--- config.mk ---
export PLATFORM = sky130hd
export DESIGN_NAME = mult_hilo_unit_flat
export DESIGN_NICKNAME = d
export VERILOG_FILES = /design/src/rtl/mult_hilo_unit_if.sv /design/src/rtl/mult_hilo_unit.sv /design/src/flat_wrapper.sv
export SDC_FILE = /design/constraint.sdc
export NUM_CORES = 1
export LEC_CHECK = 0
export CORE_MARGIN = 2
export CORE_UTILIZATION = 40
export CTS_BUF_LIST = sky130_fd_sc_hd__clkbuf_4 sky130_fd_sc_hd__clkbuf_8
export CTS_CLUSTER_DIAMETER = 60
export CTS_CLUSTER_SIZE = 20
export DETAILED_ROUTE_END_ITERATION = 8
export RECOVER_POWER = 25
export SYNTH_ARGS = -nofsm -noshare
export SYNTH_HDL_FRONTEND = slang
export SYNTH_SLANG_ARGS = --single-unit
--- constraint.sdc ---
create_clock -name clk -period 20.1 [get_ports clk]
set_clock_uncertainty 0.1 [all_clocks]
set_input_delay 4.02 -clock clk [delete_from_list [all_inputs] [get_ports clk]]
set_output_delay 4.02 -clock clk [all_outputs]
set_load 0.01 [all_outputs]
--- src/rtl/mult_hilo_unit_if.sv ---
// ---------------------------------------------------------------------------
// mult_hilo_unit_if
//   Groups the decode-side request signals and the unit's status/read-back
//   signals of the HI/LO multiply unit into one bundle.
//
//   master : pipeline/decode side (drives requests, reads status and data)
//   slave  : the multiply unit itself
//
//   mult_we      start request (MULT/MULTU in EX)
//   is_signed    1 = MULT, 0 = MULTU
//   src_a/src_b  multiplicand / multiplier
//   mf_req       MFHI/MFLO in EX needs HI/LO this cycle
//   mf_hilo_sel  0 = read LO, 1 = read HI
//   hilo_rd      selected HI or LO value
//   busy, done   iteration in progress / one-cycle completion pulse
//   stall        pipeline must hold while the unit is busy
// ---------------------------------------------------------------------------
interface mult_hilo_unit_if #(
    parameter int WIDTH = 32
);
    logic             mult_we;
    logic             is_signed;
    logic [WIDTH-1:0] src_a;
    logic [WIDTH-1:0] src_b;
    logic             mf_req;
    logic             mf_hilo_sel;
    logic [WIDTH-1:0] hilo_rd;
    logic             busy;
    logic             done;
    logic             stall;

    modport master (
        output mult_we, is_signed, src_a, src_b, mf_req, mf_hilo_sel,
        input  hilo_rd, busy, done, stall
    );

    modport slave (
        input  mult_we, is_signed, src_a, src_b, mf_req, mf_hilo_sel,
        output hilo_rd, busy, done, stall
    );
endinterface

--- src/rtl/mult_hilo_unit.sv ---
// ---------------------------------------------------------------------------
// mult_hilo_unit
//   Iterative shift-add multiplier that owns the HI/LO register pair.
//   A start request in IDLE latches the operands and runs WIDTH shift-add
//   steps; the full 2*WIDTH product lands in {HI,LO} on the last step.
//   While busy, MFHI/MFLO reads and further MULT requests stall the pipeline.
//
//   Ports:
//     clk   rising-edge clock
//     rst   asynchronous active-high reset
//     bus   mult_hilo_unit_if.slave (requests, operands, status, read data)
//
//   Configuration macro:
//     MULT_SIGNED_EN  when defined, is_signed=1 multiplies two's complement
//                     operands; when undefined every operation is unsigned.
// ---------------------------------------------------------------------------
module mult_hilo_unit #(
    parameter int WIDTH = 32
) (
    input  logic             clk,
    input  logic             rst,
    mult_hilo_unit_if.slave  bus
);
    localparam int CW = (WIDTH > 1) ? $clog2(WIDTH) : 1;

    typedef enum logic {
        IDLE,
        RUN
    } state_t;

    state_t             state_q, state_d;
    logic [CW-1:0]      count_q, count_d;
    logic [2*WIDTH-1:0] acc_q, acc_d;
    logic [WIDTH-1:0]   mcand_q, mcand_d;
    logic [WIDTH-1:0]   mplier_q, mplier_d;
    logic               negProd_q, negProd_d;
    logic [WIDTH-1:0]   hi_q, hi_d;
    logic [WIDTH-1:0]   lo_q, lo_d;
    logic               busy_q, busy_d;
    logic               done_q, done_d;

    logic               negA, negB;
    logic [WIDTH-1:0]   magA, magB;
    logic [WIDTH-1:0]   addend;
    logic [WIDTH:0]     sum;
    logic [2*WIDTH-1:0] accStep;
    logic [2*WIDTH-1:0] product;
    logic               unusedAccLsb;

    // Operand signs only matter in signed mode; the unsigned-only build
    // treats every operand as a plain magnitude.
`ifdef MULT_SIGNED_EN
    assign negA = bus.is_signed & bus.src_a[WIDTH-1];
    assign negB = bus.is_signed & bus.src_b[WIDTH-1];
`else
    logic unusedIsSigned;
    assign unusedIsSigned = bus.is_signed;
    assign negA = 1'b0;
    assign negB = 1'b0;
`endif

    assign magA = negA ? -bus.src_a : bus.src_a;
    assign magB = negB ? -bus.src_b : bus.src_b;

    // One shift-add step: add the multiplicand into the upper half with a
    // carry bit, then shift {carry, acc} right. The bit falling off the
    // bottom is always a zero from the cleared start value.
    assign addend       = mplier_q[0] ? mcand_q : '0;
    assign sum          = {1'b0, acc_q[2*WIDTH-1:WIDTH]} + {1'b0, addend};
    assign accStep      = {sum, acc_q[WIDTH-1:1]};
    assign unusedAccLsb = acc_q[0];
    assign product      = negProd_q ? -accStep : accStep;

    // State and datapath registers; reset discards any in-flight product.
    always_ff @(posedge clk or posedge rst) begin
        if (rst) begin
            state_q   <= IDLE;
            count_q   <= '0;
            acc_q     <= '0;
            mcand_q   <= '0;
            mplier_q  <= '0;
            negProd_q <= 1'b0;
            hi_q      <= '0;
            lo_q      <= '0;
            busy_q    <= 1'b0;
            done_q    <= 1'b0;
        end else begin
            state_q   <= state_d;
            count_q   <= count_d;
            acc_q     <= acc_d;
            mcand_q   <= mcand_d;
            mplier_q  <= mplier_d;
            negProd_q <= negProd_d;
            hi_q      <= hi_d;
            lo_q      <= lo_d;
            busy_q    <= busy_d;
            done_q    <= done_d;
        end
    end

    // Next-state logic. Requests arriving in RUN are simply ignored here;
    // the stall output makes the pipeline retry them once IDLE again.
    always_comb begin
        state_d   = state_q;
        count_d   = count_q;
        acc_d     = acc_q;
        mcand_d   = mcand_q;
        mplier_d  = mplier_q;
        negProd_d = negProd_q;
        hi_d      = hi_q;
        lo_d      = lo_q;
        busy_d    = busy_q;
        done_d    = 1'b0;
        case (state_q)
            IDLE: begin
                if (bus.mult_we) begin
                    state_d   = RUN;
                    count_d   = '0;
                    acc_d     = '0;
                    mcand_d   = magA;
                    mplier_d  = magB;
                    negProd_d = negA ^ negB;
                    busy_d    = 1'b1;
                end
            end
            RUN: begin
                acc_d    = accStep;
                mplier_d = mplier_q >> 1;
                count_d  = count_q + CW'(1);
                if (count_q == CW'(WIDTH - 1)) begin
                    state_d = IDLE;
                    count_d = '0;
                    hi_d    = product[2*WIDTH-1:WIDTH];
                    lo_d    = product[WIDTH-1:0];
                    busy_d  = 1'b0;
                    done_d  = 1'b1;
                end
            end
            default: state_d = IDLE;
        endcase
    end

    assign bus.hilo_rd = bus.mf_hilo_sel ? hi_q : lo_q;
    assign bus.busy    = busy_q;
    assign bus.done    = done_q;
    assign bus.stall   = busy_q & (bus.mf_req | bus.mult_we);
endmodule

--- src/flat_wrapper.sv ---
// flat-port wrapper written by rule: the top's interface ports become plain ports
module mult_hilo_unit_flat 
#(
    parameter int WIDTH = 32
)
  (clk, rst, bus_mult_we, bus_is_signed, bus_src_a, bus_src_b, bus_mf_req, bus_mf_hilo_sel, bus_hilo_rd, bus_busy, bus_done, bus_stall);
  mult_hilo_unit_if #(.WIDTH(WIDTH)) bus_i ();
  input  logic clk;
  input  logic rst;
  input wire logic [$bits(bus_i.mult_we)-1:0] bus_mult_we;
  input wire logic [$bits(bus_i.is_signed)-1:0] bus_is_signed;
  input wire logic [$bits(bus_i.src_a)-1:0] bus_src_a;
  input wire logic [$bits(bus_i.src_b)-1:0] bus_src_b;
  input wire logic [$bits(bus_i.mf_req)-1:0] bus_mf_req;
  input wire logic [$bits(bus_i.mf_hilo_sel)-1:0] bus_mf_hilo_sel;
  output wire logic [$bits(bus_i.hilo_rd)-1:0] bus_hilo_rd;
  output wire logic [$bits(bus_i.busy)-1:0] bus_busy;
  output wire logic [$bits(bus_i.done)-1:0] bus_done;
  output wire logic [$bits(bus_i.stall)-1:0] bus_stall;
  assign bus_i.mult_we = bus_mult_we;
  assign bus_i.is_signed = bus_is_signed;
  assign bus_i.src_a = bus_src_a;
  assign bus_i.src_b = bus_src_b;
  assign bus_i.mf_req = bus_mf_req;
  assign bus_i.mf_hilo_sel = bus_mf_hilo_sel;
  assign bus_hilo_rd = bus_i.hilo_rd;
  assign bus_busy = bus_i.busy;
  assign bus_done = bus_i.done;
  assign bus_stall = bus_i.stall;
  mult_hilo_unit #(.WIDTH(WIDTH)) u_core (.clk(clk), .rst(rst), .bus(bus_i));
endmodule
==> flow_metrics.py <==
metrics = {
    "run_status": {
        "status": "complete, but fails checks",
        "violations": "capacitance limit, slew limit",
    },
    "worst_hold_path": {
        "hold_path.class": "register to register",
    },
    "grt": {
        "grt_pass1_vias": 7393,
        "grt_pass1_wl_um": 38420,
        "track_usage": 0.1828,
        "grt-ovfl-total": 0,
        "antenna_found_initial": 0,
        "grt_max_degree": 140,
    },
    "synth": {
        "synth.most_common_cell": "nand2_1",
        "synth.top_cells.by_area": "dfrtp_1 (49%), nand2_1 (9.7%), mux2_2 (8.2%), o21ai_0 (4.6%), ha_1 (4.2%)",
        "synth_top_area_frac": 0.4946,
        "syn_avg_cell_area_um2": 9.852,
        "syn_area_um2": 10070,
        "ys_warn_count": 0,
        "synthesis.instances": 1022,
        "yosysUniqueCellTypes": 61,
        "synth_top_area_cell": "dfrtp_1",
        "ys.flop_type": "dfrtp_1",
        "synthArstFlopShare": 1.000,
        "synth_seq_area_share": 0.4946,
        "ys_top_cells_by_count": "nand2_1 (260), dfrtp_1 (199), o21ai_0 (93)",
        "synth_enable_flop_cells": 0,
        "ys_ff_latch": 199,
        "syn-num-nets": 1127,
    },
    "layout": {
        "nets": 1193,
        "drive_gt1_frac": 0.1144,
        "multi_input_area_um2": 4787,
        "n_antenna_cell": 0,
        "num-fill-cells": 2418,
        "ff_latch_area_um2": 4984,
        "fin_area_um2": 11690,
        "area_growth_pct": 16.08,
    },
    "clock_network": {
        "cts_tree": "built",
        "postCtsSetupBuffers": 0,
        "cts_buffers": 17,
        "root_buffer": "clkbuf_8",
        "hold_buffers": 0,
        "worstSkewPairLatency_ns": 0.48,
        "cts-resized-gates": 0,
        "cts_max_path_buffers": 2,
        "h-tree-depth": 4,
        "cts_sinks": 199,
        "clk_pin_slew_ns": 0.10,
    },
    "power_and_ir_drop": {
        "p_total_mw": 1.791,
        "power_density_nw_per_um2": 153.2,
        "p_leak_nw": 5.199,
        "max-vdd-ir-drop_uv": 67.70,
    },
    "flow_run": {
        "cap_violations": 4,
    },
    "sta": {
        "timing.final.crit_share": 0.4928,
        "fmax_mhz": 101.0,
        "grt_setup_unrepaired": "no",
        "hold_slack_ns": 0.3757,
        "finalSetupTns_ns": 0,
        "max_slew_margin": -1.419,
        "setup_viol": 0,
        "min_period_ns": 9.905,
        "finalWorstSetupSlack_ns": 10.20,
        "slew_violations": 210,
        "worst_slew_pin_slew_ns": 3.628,
        "hold_viol_final": 0,
    },
    "floorplan": {
        "die_h_um": 162.7,
        "fp.dieW_um": 162.7,
        "dieArea_um2": 26460,
        "core-area_um2": 24960,
        "initial_core_util": 0.4033,
        "fp-row-count": 58,
        "pin_count": 105,
    },
    "place": {
        "hpwlAfterDp_um": 15520,
        "place_ws_ns": 10.20,
        "port_buffers": 103,
        "placed_area_um2": 11330,
        "gp_congestion": 0.8472,
    },
    "route": {
        "ant_nets": 0,
        "wirelength_um": 23300,
        "vias": 7383,
        "drcViolationCount": 0,
        "vias_per_cell": 5.159,
        "wire_per_inst_um": 16.28,
        "dr.first_iter.drc_count": 424,
        "drtPass1Iterations": 5,
    },
    "critical_path": {
        "arrival_ns": 5.78,
        "path_max_fanout": 32,
        "worstSetupEndpointType": "primary output",
        "critPathLaunchType": "primary input",
        "worstSetupPathType": "primary input to primary output",
        "cp_data_required_time_ns": 15.98,
    },
}
[layout make-up]
type,instances,area share
multi-input combinational,748,0.4096
clock inverter,15,0.01327
clock buffer,17,0.02002
timing repair buffer,109,0.09057
inverter,13,0.004817
sequential,199,0.4264
tap,330,0.03533
[critical path, cell delays in order]
cell and delay, ns:
clkdlybuf4s50_1 0.46, buf_4 0.38, mux2_2 0.41, clkdlybuf4s50_1 0.49
[cell families (layout without fill, tap and decap cells)]
logic type,count (synthesis),after routing,share of synthesized area
flops,199,199,0.4946
buf+inv,75,154,0.02958
mux,105,105,0.1135
simple gates,361,361,0.1526
xor+xnor,26,26,0.02262
fa+ha+maj,35,35,0.04424
compound gates,221,221,0.1429
[state kept, by name, indices dropped and copies added, names as in the netlist]
register         count
u_core.acc_q        63
u_core.hi_q         32
u_core.lo_q         32
u_core.mcand_q      32
u_core.mplier_q     32
u_core.count_q       5
u_core.bus.busy      1
u_core.bus.done      1
u_core.state_q       1
[where the power goes]
group	internal (mW)	switching, mW	total (mW)
clock	0.103	0.158	0.262
combinational	0.386	0.432	0.818
sequential	0.588	0.123	0.711
[routing by layer]
| layer | track usage | part of all wire |
|---|---|---|
| met3 | 0.02827 | 0.028 |
| met4 | 0.05310 | 0.017 |
| met5 | 0 | 0 |
| met1 | 0.2539 | 0.49 |
| met2 | 0.2977 | 0.47 |
[cells in the final DEF, fill, tap and decap left out, drive strengths merged, types with 9 or more instances in the layout]
master | Yosys | routed
nand2 | 260 | 260
mux2i | 32 | 32
a21oi | 35 | 35
a22o | 20 | 20
dfrtp | 199 | 199
and2 | 38 | 38
nor2 | 27 | 27
ha | 34 | 34
xor2 | 9 | 9
clkdlybuf4s50 | 0 | 102
o21ai | 99 | 99
nand4 | 10 | 10
inv | 13 | 22
mux2 | 73 | 73
a31oi | 9 | 9
xnor2 | 17 | 17
clkbuf | 49 | 21
[per-stage QoR]
| stage | std cells | utilization |
|---|---|---|
| CTS | 1431 | 0.4695 |
| floorplan | 1022 | - |
| finish | 1431 | 0.4682 |
| detailed placement | 1399 | 0.4539 |
| global route | 1431 | 0.4682 |
| global placement | 1399 | 0.4539 |
[worst paths after layout]
| kind | from | end | slack (ns) | depth (start not counted) |
|---|---|---|---|---|
| max | bus_mf_hilo_sel | bus_hilo_rd[30] | 10.20 | 4 |
| min | u_core.hi_q[8] | u_core.hi_q[8] | 0.38 | 2 |
| max reg2reg | u_core.mplier_q[0] | u_core.acc_q[59] | 16.06 | 11 |
| min reg2reg | u_core.hi_q[8] | u_core.hi_q[8] | 0.38 | 2 |
| max in group asynchronous | rst | u_core.mplier_q[31] | 14.55 | 3 |
| min in group asynchronous | rst | u_core.mcand_q[4] | 4.02 | 2 |
No activity file was read; power rests on OpenSTA's default activity.
